==> config.mk <==
export PLATFORM = sky130hd
export DESIGN_NAME = axi_lite_master
export DESIGN_NICKNAME = d
export VERILOG_FILES = /design/src/rtl/axi_lite_pkg.sv /design/src/rtl/axi_lite_master.sv
export SDC_FILE = /design/constraint.sdc
export NUM_CORES = 1
export LEC_CHECK = 0
export CELL_PAD_IN_SITES_DETAIL_PLACEMENT = 0
export CELL_PAD_IN_SITES_GLOBAL_PLACEMENT = 1
export CORE_ASPECT_RATIO = 1.25
export CORE_MARGIN = 2
export CORE_UTILIZATION = 29
export DETAILED_ROUTE_END_ITERATION = 10
export PLACE_DENSITY = 0.86
export SYNTH_ARGS = -nofsm -noshare
export SYNTH_HDL_FRONTEND = slang
export SYNTH_SLANG_ARGS = --single-unit
export TNS_END_PERCENT = 50
==> constraint.sdc <==
create_clock -name clk -period 2.1 [get_ports clk]
set_input_delay 0.315 -clock clk [delete_from_list [all_inputs] [get_ports clk]]
set_output_delay 0.315 -clock clk [all_outputs]
set_load 0.05 [all_outputs]
==> src/rtl/axi_lite_pkg.sv <==
// Shared AXI4-Lite definitions: response codes and the master's transaction state encoding.
package axi_lite_pkg;

    localparam logic [1:0] RESP_OKAY   = 2'b00;
    localparam logic [1:0] RESP_EXOKAY = 2'b01;
    localparam logic [1:0] RESP_SLVERR = 2'b10;
    localparam logic [1:0] RESP_DECERR = 2'b11;

    localparam int unsigned STATE_WIDTH = 3;

    typedef enum logic [STATE_WIDTH-1:0] {
        ST_IDLE    = 3'd0,
        ST_WR_REQ  = 3'd1,
        ST_WR_RESP = 3'd2,
        ST_RD_ADDR = 3'd3,
        ST_RD_DATA = 3'd4,
        ST_RSP     = 3'd5
    } state_e;

endpackage

==> src/rtl/axi_lite_master.sv <==
// AXI4-Lite master: converts a single-outstanding command/response handshake
// into one AXI-Lite write or read transaction, all outputs driven from registers.
module axi_lite_master
    import axi_lite_pkg::*;
#(
    parameter int unsigned ADDR_WIDTH   = 32,
    parameter int unsigned DATA_WIDTH   = 32,
    parameter int unsigned STROBE_WIDTH = DATA_WIDTH / 8
) (
    input  logic                    clk,
    input  logic                    rst,

    input  logic                    i_cmd_valid,
    output logic                    o_cmd_ready,
    input  logic                    i_cmd_write,
    input  logic [ADDR_WIDTH-1:0]   i_cmd_addr,
    input  logic [DATA_WIDTH-1:0]   i_cmd_data,
    input  logic [STROBE_WIDTH-1:0] i_cmd_strb,

    output logic                    o_rsp_valid,
    input  logic                    i_rsp_ready,
    output logic                    o_rsp_write,
    output logic [1:0]              o_rsp_resp,
    output logic [DATA_WIDTH-1:0]   o_rsp_data,

    output logic                    o_awvalid,
    output logic [ADDR_WIDTH-1:0]   o_awaddr,
    input  logic                    i_awready,

    output logic                    o_wvalid,
    output logic [DATA_WIDTH-1:0]   o_wdata,
    output logic [STROBE_WIDTH-1:0] o_wstrb,
    input  logic                    i_wready,

    input  logic                    i_bvalid,
    output logic                    o_bready,
    input  logic [1:0]              i_bresp,

    output logic                    o_arvalid,
    output logic [ADDR_WIDTH-1:0]   o_araddr,
    input  logic                    i_arready,

    input  logic                    i_rvalid,
    output logic                    o_rready,
    input  logic [1:0]              i_rresp,
    input  logic [DATA_WIDTH-1:0]   i_rdata
);

    state_e                  state_q,     state_d;
    logic                    cmd_ready_q, cmd_ready_d;
    logic                    awvalid_q,   awvalid_d;
    logic [ADDR_WIDTH-1:0]   awaddr_q,    awaddr_d;
    logic                    wvalid_q,    wvalid_d;
    logic [DATA_WIDTH-1:0]   wdata_q,     wdata_d;
    logic [STROBE_WIDTH-1:0] wstrb_q,     wstrb_d;
    logic                    aw_done_q,   aw_done_d;
    logic                    w_done_q,    w_done_d;
    logic                    bready_q,    bready_d;
    logic                    arvalid_q,   arvalid_d;
    logic [ADDR_WIDTH-1:0]   araddr_q,    araddr_d;
    logic                    rready_q,    rready_d;
    logic                    rsp_valid_q, rsp_valid_d;
    logic                    rsp_write_q, rsp_write_d;
    logic [1:0]              rsp_resp_q,  rsp_resp_d;
    logic [DATA_WIDTH-1:0]   rsp_data_q,  rsp_data_d;

    logic aw_hs_c;
    logic w_hs_c;
    logic ar_hs_c;

    assign aw_hs_c = awvalid_q & i_awready;
    assign w_hs_c  = wvalid_q  & i_wready;
    assign ar_hs_c = arvalid_q & i_arready;

    // State and output registers; reset aborts any transaction in flight.
    always_ff @(posedge clk) begin
        if (rst) begin
            state_q     <= ST_IDLE;
            cmd_ready_q <= 1'b1;
            awvalid_q   <= 1'b0;
            awaddr_q    <= '0;
            wvalid_q    <= 1'b0;
            wdata_q     <= '0;
            wstrb_q     <= '0;
            aw_done_q   <= 1'b0;
            w_done_q    <= 1'b0;
            bready_q    <= 1'b0;
            arvalid_q   <= 1'b0;
            araddr_q    <= '0;
            rready_q    <= 1'b0;
            rsp_valid_q <= 1'b0;
            rsp_write_q <= 1'b0;
            rsp_resp_q  <= '0;
            rsp_data_q  <= '0;
        end else begin
            state_q     <= state_d;
            cmd_ready_q <= cmd_ready_d;
            awvalid_q   <= awvalid_d;
            awaddr_q    <= awaddr_d;
            wvalid_q    <= wvalid_d;
            wdata_q     <= wdata_d;
            wstrb_q     <= wstrb_d;
            aw_done_q   <= aw_done_d;
            w_done_q    <= w_done_d;
            bready_q    <= bready_d;
            arvalid_q   <= arvalid_d;
            araddr_q    <= araddr_d;
            rready_q    <= rready_d;
            rsp_valid_q <= rsp_valid_d;
            rsp_write_q <= rsp_write_d;
            rsp_resp_q  <= rsp_resp_d;
            rsp_data_q  <= rsp_data_d;
        end
    end

    // Next-state and next-output logic; every register holds unless a state acts on it.
    always_comb begin
        state_d     = state_q;
        cmd_ready_d = cmd_ready_q;
        awvalid_d   = awvalid_q;
        awaddr_d    = awaddr_q;
        wvalid_d    = wvalid_q;
        wdata_d     = wdata_q;
        wstrb_d     = wstrb_q;
        aw_done_d   = aw_done_q;
        w_done_d    = w_done_q;
        bready_d    = bready_q;
        arvalid_d   = arvalid_q;
        araddr_d    = araddr_q;
        rready_d    = rready_q;
        rsp_valid_d = rsp_valid_q;
        rsp_write_d = rsp_write_q;
        rsp_resp_d  = rsp_resp_q;
        rsp_data_d  = rsp_data_q;

        unique case (state_q)
            ST_IDLE: begin
                if (i_cmd_valid && cmd_ready_q) begin
                    cmd_ready_d = 1'b0;
                    if (i_cmd_write) begin
                        awaddr_d  = i_cmd_addr;
                        wdata_d   = i_cmd_data;
                        wstrb_d   = i_cmd_strb;
                        awvalid_d = 1'b1;
                        wvalid_d  = 1'b1;
                        aw_done_d = 1'b0;
                        w_done_d  = 1'b0;
                        state_d   = ST_WR_REQ;
                    end else begin
                        araddr_d  = i_cmd_addr;
                        arvalid_d = 1'b1;
                        state_d   = ST_RD_ADDR;
                    end
                end
            end

            // AW and W complete independently; B is only accepted once both have.
            ST_WR_REQ: begin
                if (aw_hs_c) begin
                    awvalid_d = 1'b0;
                    aw_done_d = 1'b1;
                end
                if (w_hs_c) begin
                    wvalid_d = 1'b0;
                    w_done_d = 1'b1;
                end
                if ((aw_done_q || aw_hs_c) && (w_done_q || w_hs_c)) begin
                    bready_d = 1'b1;
                    state_d  = ST_WR_RESP;
                end
            end

            ST_WR_RESP: begin
                if (i_bvalid && bready_q) begin
                    bready_d    = 1'b0;
                    rsp_valid_d = 1'b1;
                    rsp_write_d = 1'b1;
                    rsp_resp_d  = i_bresp;
                    rsp_data_d  = '0;
                    state_d     = ST_RSP;
                end
            end

            ST_RD_ADDR: begin
                if (ar_hs_c) begin
                    arvalid_d = 1'b0;
                    rready_d  = 1'b1;
                    state_d   = ST_RD_DATA;
                end
            end

            ST_RD_DATA: begin
                if (i_rvalid && rready_q) begin
                    rready_d    = 1'b0;
                    rsp_valid_d = 1'b1;
                    rsp_write_d = 1'b0;
                    rsp_resp_d  = i_rresp;
                    rsp_data_d  = i_rdata;
                    state_d     = ST_RSP;
                end
            end

            ST_RSP: begin
                if (i_rsp_ready) begin
                    rsp_valid_d = 1'b0;
                    cmd_ready_d = 1'b1;
                    state_d     = ST_IDLE;
                end
            end

            default: begin
                state_d = ST_IDLE;
            end
        endcase
    end

    assign o_cmd_ready = cmd_ready_q;
    assign o_awvalid   = awvalid_q;
    assign o_awaddr    = awaddr_q;
    assign o_wvalid    = wvalid_q;
    assign o_wdata     = wdata_q;
    assign o_wstrb     = wstrb_q;
    assign o_bready    = bready_q;
    assign o_arvalid   = arvalid_q;
    assign o_araddr    = araddr_q;
    assign o_rready    = rready_q;
    assign o_rsp_valid = rsp_valid_q;
    assign o_rsp_write = rsp_write_q;
    assign o_rsp_resp  = rsp_resp_q;
    assign o_rsp_data  = rsp_data_q;

endmodule

After elaboration in Yosys (flattened, before gate mapping)
Index checks and enable logic that the tools add are counted. W data, S select, Z words.

Flip-flop bits (word level): 147. Bits of input ports: 114.

Eq/ne operators: 15. Multiplexer cells: 44. Bitwise operators: 4. Reduce and logical (&&, ||, !) cells: 25.

Operators by type and width (count): $mux W32 (2); $pmux W32 S2 (1); $mux W1 (20); $ne A2 B2 Y1 const B (10); $mux W3 (6); $pmux W1 S2 (9); $pmux W3 S6 (1); $reduce_and A3 Y1 (6); $reduce_and A4 Y1 (4); $reduce_bool A2 Y1 (6); $eq A3 B2 Y1 const B (2); $eq A3 B3 Y1 const B (2); $mux W2 (3); $reduce_and A6 Y1 (1); $logic_and A1 B1 Y1 (4); $pmux W2 S2 (1); $and A1 B1 Y1 (3); $eq A3 B1 Y1 const B (1); $logic_not A3 Y1 (1); $pmux W1 S3 (1); $reduce_bool A3 Y1 (1); $logic_or A1 B1 Y1 (2); $not A1 Y1 (1).

Logic depth before layout (Yosys ltp)
Word-level depth: 5. Gate-level depth with buffers: 7. Depth with buffers taken out: 4.

Worst setup path before layout
Ideal clock, no wire load.

Path kind: flip-flop to flip-flop. Start: register rready_q, in the netlist o_rready. End: register state_q[2]. Data arrival time: 1710 ps. Data required time: 1967 ps. Setup slack: 257 ps. Stages on the path, launching flop included: 5. Path buffers: 0. Cells stage by stage: dfxtp_1 nand2_1 a222oi_1 and3_1 a311oi_1.

Longest elaborated chain between the ends: 3.

RTL lines: start: declaration (line axi_lite_master.sv:61) `logic rready_q, rready_d;`; start signal: assignment (line axi_lite_master.sv:108) `rready_q <= rready_d;`; $logic_and A1 B1 Y1 (line axi_lite_master.sv:193) `if (i_rvalid && rready_q) begin`; $ne A2 B2 Y1 (no source line); $reduce_and A6 Y1 (no source line); end signal: assignment (line axi_lite_master.sv:96) `state_q <= state_d;`; end: declaration (line axi_lite_master.sv:49) `state_e state_q, state_d;`.

Every way passes these cells. A chain may end at the register's enable or synchronous reset.

Final worst setup path
Start: register cmd_ready_q, in the netlist o_cmd_ready. End: output o_cmd_ready.

RTL lines: start: declaration (line axi_lite_master.sv:50) `logic cmd_ready_q, cmd_ready_d;`; start signal: assignment (line axi_lite_master.sv:97) `cmd_ready_q <= cmd_ready_d;`; end: declaration (line axi_lite_master.sv:14) `output logic o_cmd_ready,`.

No word-level cell between the ends.

==> results_dict.tcl <==
set metrics [dict create \
    status "finished clean" \
    crit_chain "clkdlybuf4s50_1" \
    first_pass_iters 4 \
    cp-end-kind "primary output" \
    grt_pass1_wl_um 25800 \
    boundaryPins 256 \
    cap_violations 0 \
    yosysTopAreaCell "dfxtp_1" \
    arrival_ps 1680 \
    track_usage_pct 16.2 \
    powerDensity_nw_per_um2 1250 \
    fp.dieH_um 157 \
    synthesis.nets 788 \
    synthMostInstantiatedCell "nand2_1" \
    fmax_mhz 502 \
    ys_top_cells_by_area "dfxtp_1 (54%), nand2_1 (16%), a21oi_1 (13%)" \
    hpwl_um 11400 \
    maxSlewViolCount 0 \
    p_leak_nw 3.03 \
    yosys.area_share.simple_pct 21.4 \
    avgSynthCellArea_sq_um 8.07 \
    cts_resized 0 \
    core_sq_um 18600 \
    initial_core_util_pct 29.3 \
    nFillCells 1855 \
    cts_hold_buffers 0 \
    yosysSeqAreaShare_pct 54.1 \
    ant_nets 0 \
    h-tree-depth 4 \
    routabilityCongestion 0.731 \
    cts_setup_buffers 0 \
    setup_viol_count_final 0 \
    yosysTopAreaCellShare_pct 54.1 \
    clk_pin_slew_ps 60 \
    rsz0062_at_grt "false" \
    final_cells 1158 \
    fp.dieW_um 127 \
    row_count 56 \
    clk_latency_ps 420 \
    num_vias 5364 \
    grt_overflow_total 0 \
    yosysWarnings 0 \
    grt_max_degree 68 \
    drc 0 \
    netlist-cell-type-count 41 \
    die_area_sq_um 19900 \
    cts.path.max_buffers 2 \
    synth_top_family_by_area "simple AND/OR/NAND/NOR gates" \
    synth-async-reset-ratio_pct 0 \
    final_nets 1030 \
    synth_cells 674 \
    synth_compound_area_share_pct 18.9 \
    crit_path_start_kind "flop" \
    drive_gt1_share_pct 7.67 \
    drtIter0Drc 283 \
    final_hold_viol_count 0 \
    root_buffer "clkbuf_16" \
    wl_um 16600 \
    port_buffers 255 \
    cts_made_buffers 17 \
    hp-class "input port to flop" \
    ys_seq_elements 147 \
    finalCritPeriodShare_pct 94.9 \
    fin_area_sq_um 8770 \
    slew_headroom_pct 43.8 \
    synth.area.mux_share_pct 0.368 \
    synth_xor_xnor_area_share_pct 0 \
    clock-sinks 147 \
    cts_tree "done" \
    synth-edff-count 0 \
    grt_pass1_vias 5107 \
    register_area_sq_um 2940 \
    setup-tns-final_ps 0 \
    wire_per_inst_um 14.4 \
    multiInputGateArea_sq_um 2220 \
    vias_per_cell 4.63 \
    path_max_fanout 6 \
    period_minus_slack_ps 1990 \
    syn_to_final_growth_pct 61.1 \
    dpl.cell_count 1129 \
    skew_ps 8.93 \
    cp_slowest_cell "clkdlybuf4s50_1" \
    crit_type "flop to primary output" \
    max_stage_delay_ps 840 \
    syn_area_sq_um 5440 \
    antenna_found_initial 0 \
    netlist_top_cells_count "nand2_1 (231), dfxtp_1 (147), a21oi_1 (143)" \
    peakVddDrop_v 0.000686 \
    ys.flop_type "dfxtp_1" \
    yosys.area_share.adder_pct 0 \
    cp.required_ps 1780 \
    dpl_cell_area_sq_um 8230 \
    tightestPinTransition_ps 842 \
    critPathTopFamily "buffers and inverters" \
    crit_buf_inv 1 \
    n_antenna_cell 0 \
]
==> cells in the final DEF, fill, tap and decap left out, drive strengths merged <==
cell | Yosys | layout
mux2i | 2 | 2
clkbuf | 27 | 20
a222oi | 1 | 1
a32oi | 1 | 1
nor3b | 2 | 2
nor3 | 1 | 1
nand4 | 2 | 2
a31o | 1 | 1
o211ai | 1 | 1
inv | 3 | 3
bufinv | 0 | 1
nand3 | 6 | 6
clkdlybuf4s50 | 0 | 254
a41oi | 1 | 1
buf | 24 | 20
or2 | 2 | 2
o21a | 1 | 1
dfxtp | 147 | 147
or3 | 2 | 2
a21oi | 143 | 143
clkinv | 0 | 6
or4 | 1 | 1
a311oi | 1 | 1
a211oi | 3 | 3
o31ai | 2 | 2
or3b | 1 | 1
nor2 | 9 | 9
clkinvlp | 0 | 2
nor4 | 2 | 2
a31oi | 2 | 2
a22o | 1 | 1
and3 | 2 | 2
o311ai | 1 | 1
o21ai | 37 | 37
and3b | 2 | 2
nand2 | 243 | 243
==> flip-flops by register name, indices dropped and copies added, names as in the netlist, 2 cells and up <==
register    flops
o_rsp_data     32
o_awaddr       32
o_rsp_resp      2
o_wdata        32
o_wstrb         4
o_araddr       32
state_q         3
==> layout make-up <==
cell class | count | area share, %
well taps | 232 | 3.31
clock buffers | 20 | 5.10
flip-flops and latches | 147 | 33.6
multi-input cells | 473 | 25.3
repair buffers | 274 | 31.6
clock inverters | 9 | 0.985
inverters | 3 | 0.128
==> path summary, 6_finish.rpt <==
kind / startpoint / to / slack, ps / cells past startpoint
worst min-delay path: rst / o_awvalid / 240 / 2
worst max register to register: state_q[1] / o_araddr[10] / 190 / 5
worst max-delay path: o_cmd_ready / o_cmd_ready / 110 / 1
worst min register to register: o_wdata[16] / o_wdata[16] / 450 / 2
==> where the power goes <==
group / leakage, nW / switching, mW / internal [mW]
logic: 1.58 / 3.10 / 1.57
clock network: 0.258 / 1.15 / 1.64
registers: 1.20 / 0.249 / 3.23
==> kinds of logic after synthesis <==
| family | after synthesis |
|---|---|
| buffers and inverters | 54 |
| AOI/OAI and AO/OA | 196 |
| DFF | 147 |
| muxes | 2 |
| and+or+nand+nor | 275 |
==> per-stage QoR <==
| step | setup slack [ps] | util, % | total power, mW | hold slack, ps |
|---|---|---|---|---|
| 6_report | 107 | 47.2 | 10.9 | 239 |
| 3_3_place_gp | 126 | 44.3 | 8.21 | 441 |
| 5_1_grt | 52.5 | 47.2 | 11.5 | 237 |
| 2_1_floorplan | 257 | - | 6.60 | 451 |
| 4_1_cts | 73.2 | 47.2 | 11.1 | 223 |
| 3_5_place_dp | 107 | 44.3 | 8.24 | 446 |
==> metal layers <==
layer | wire length [um] | vias to the layer above | GRT usage (%)
met5 | 0 | - | 0
met4 | 277 | 0 | 6.28
met3 | 1110 | 21 | 4.52
met2 | 8250 | 174 | 28.3
met1 | 7010 | 2447 | 18.6
li1 | - | 2722 | -
Power figures use the tool's default switching activity.
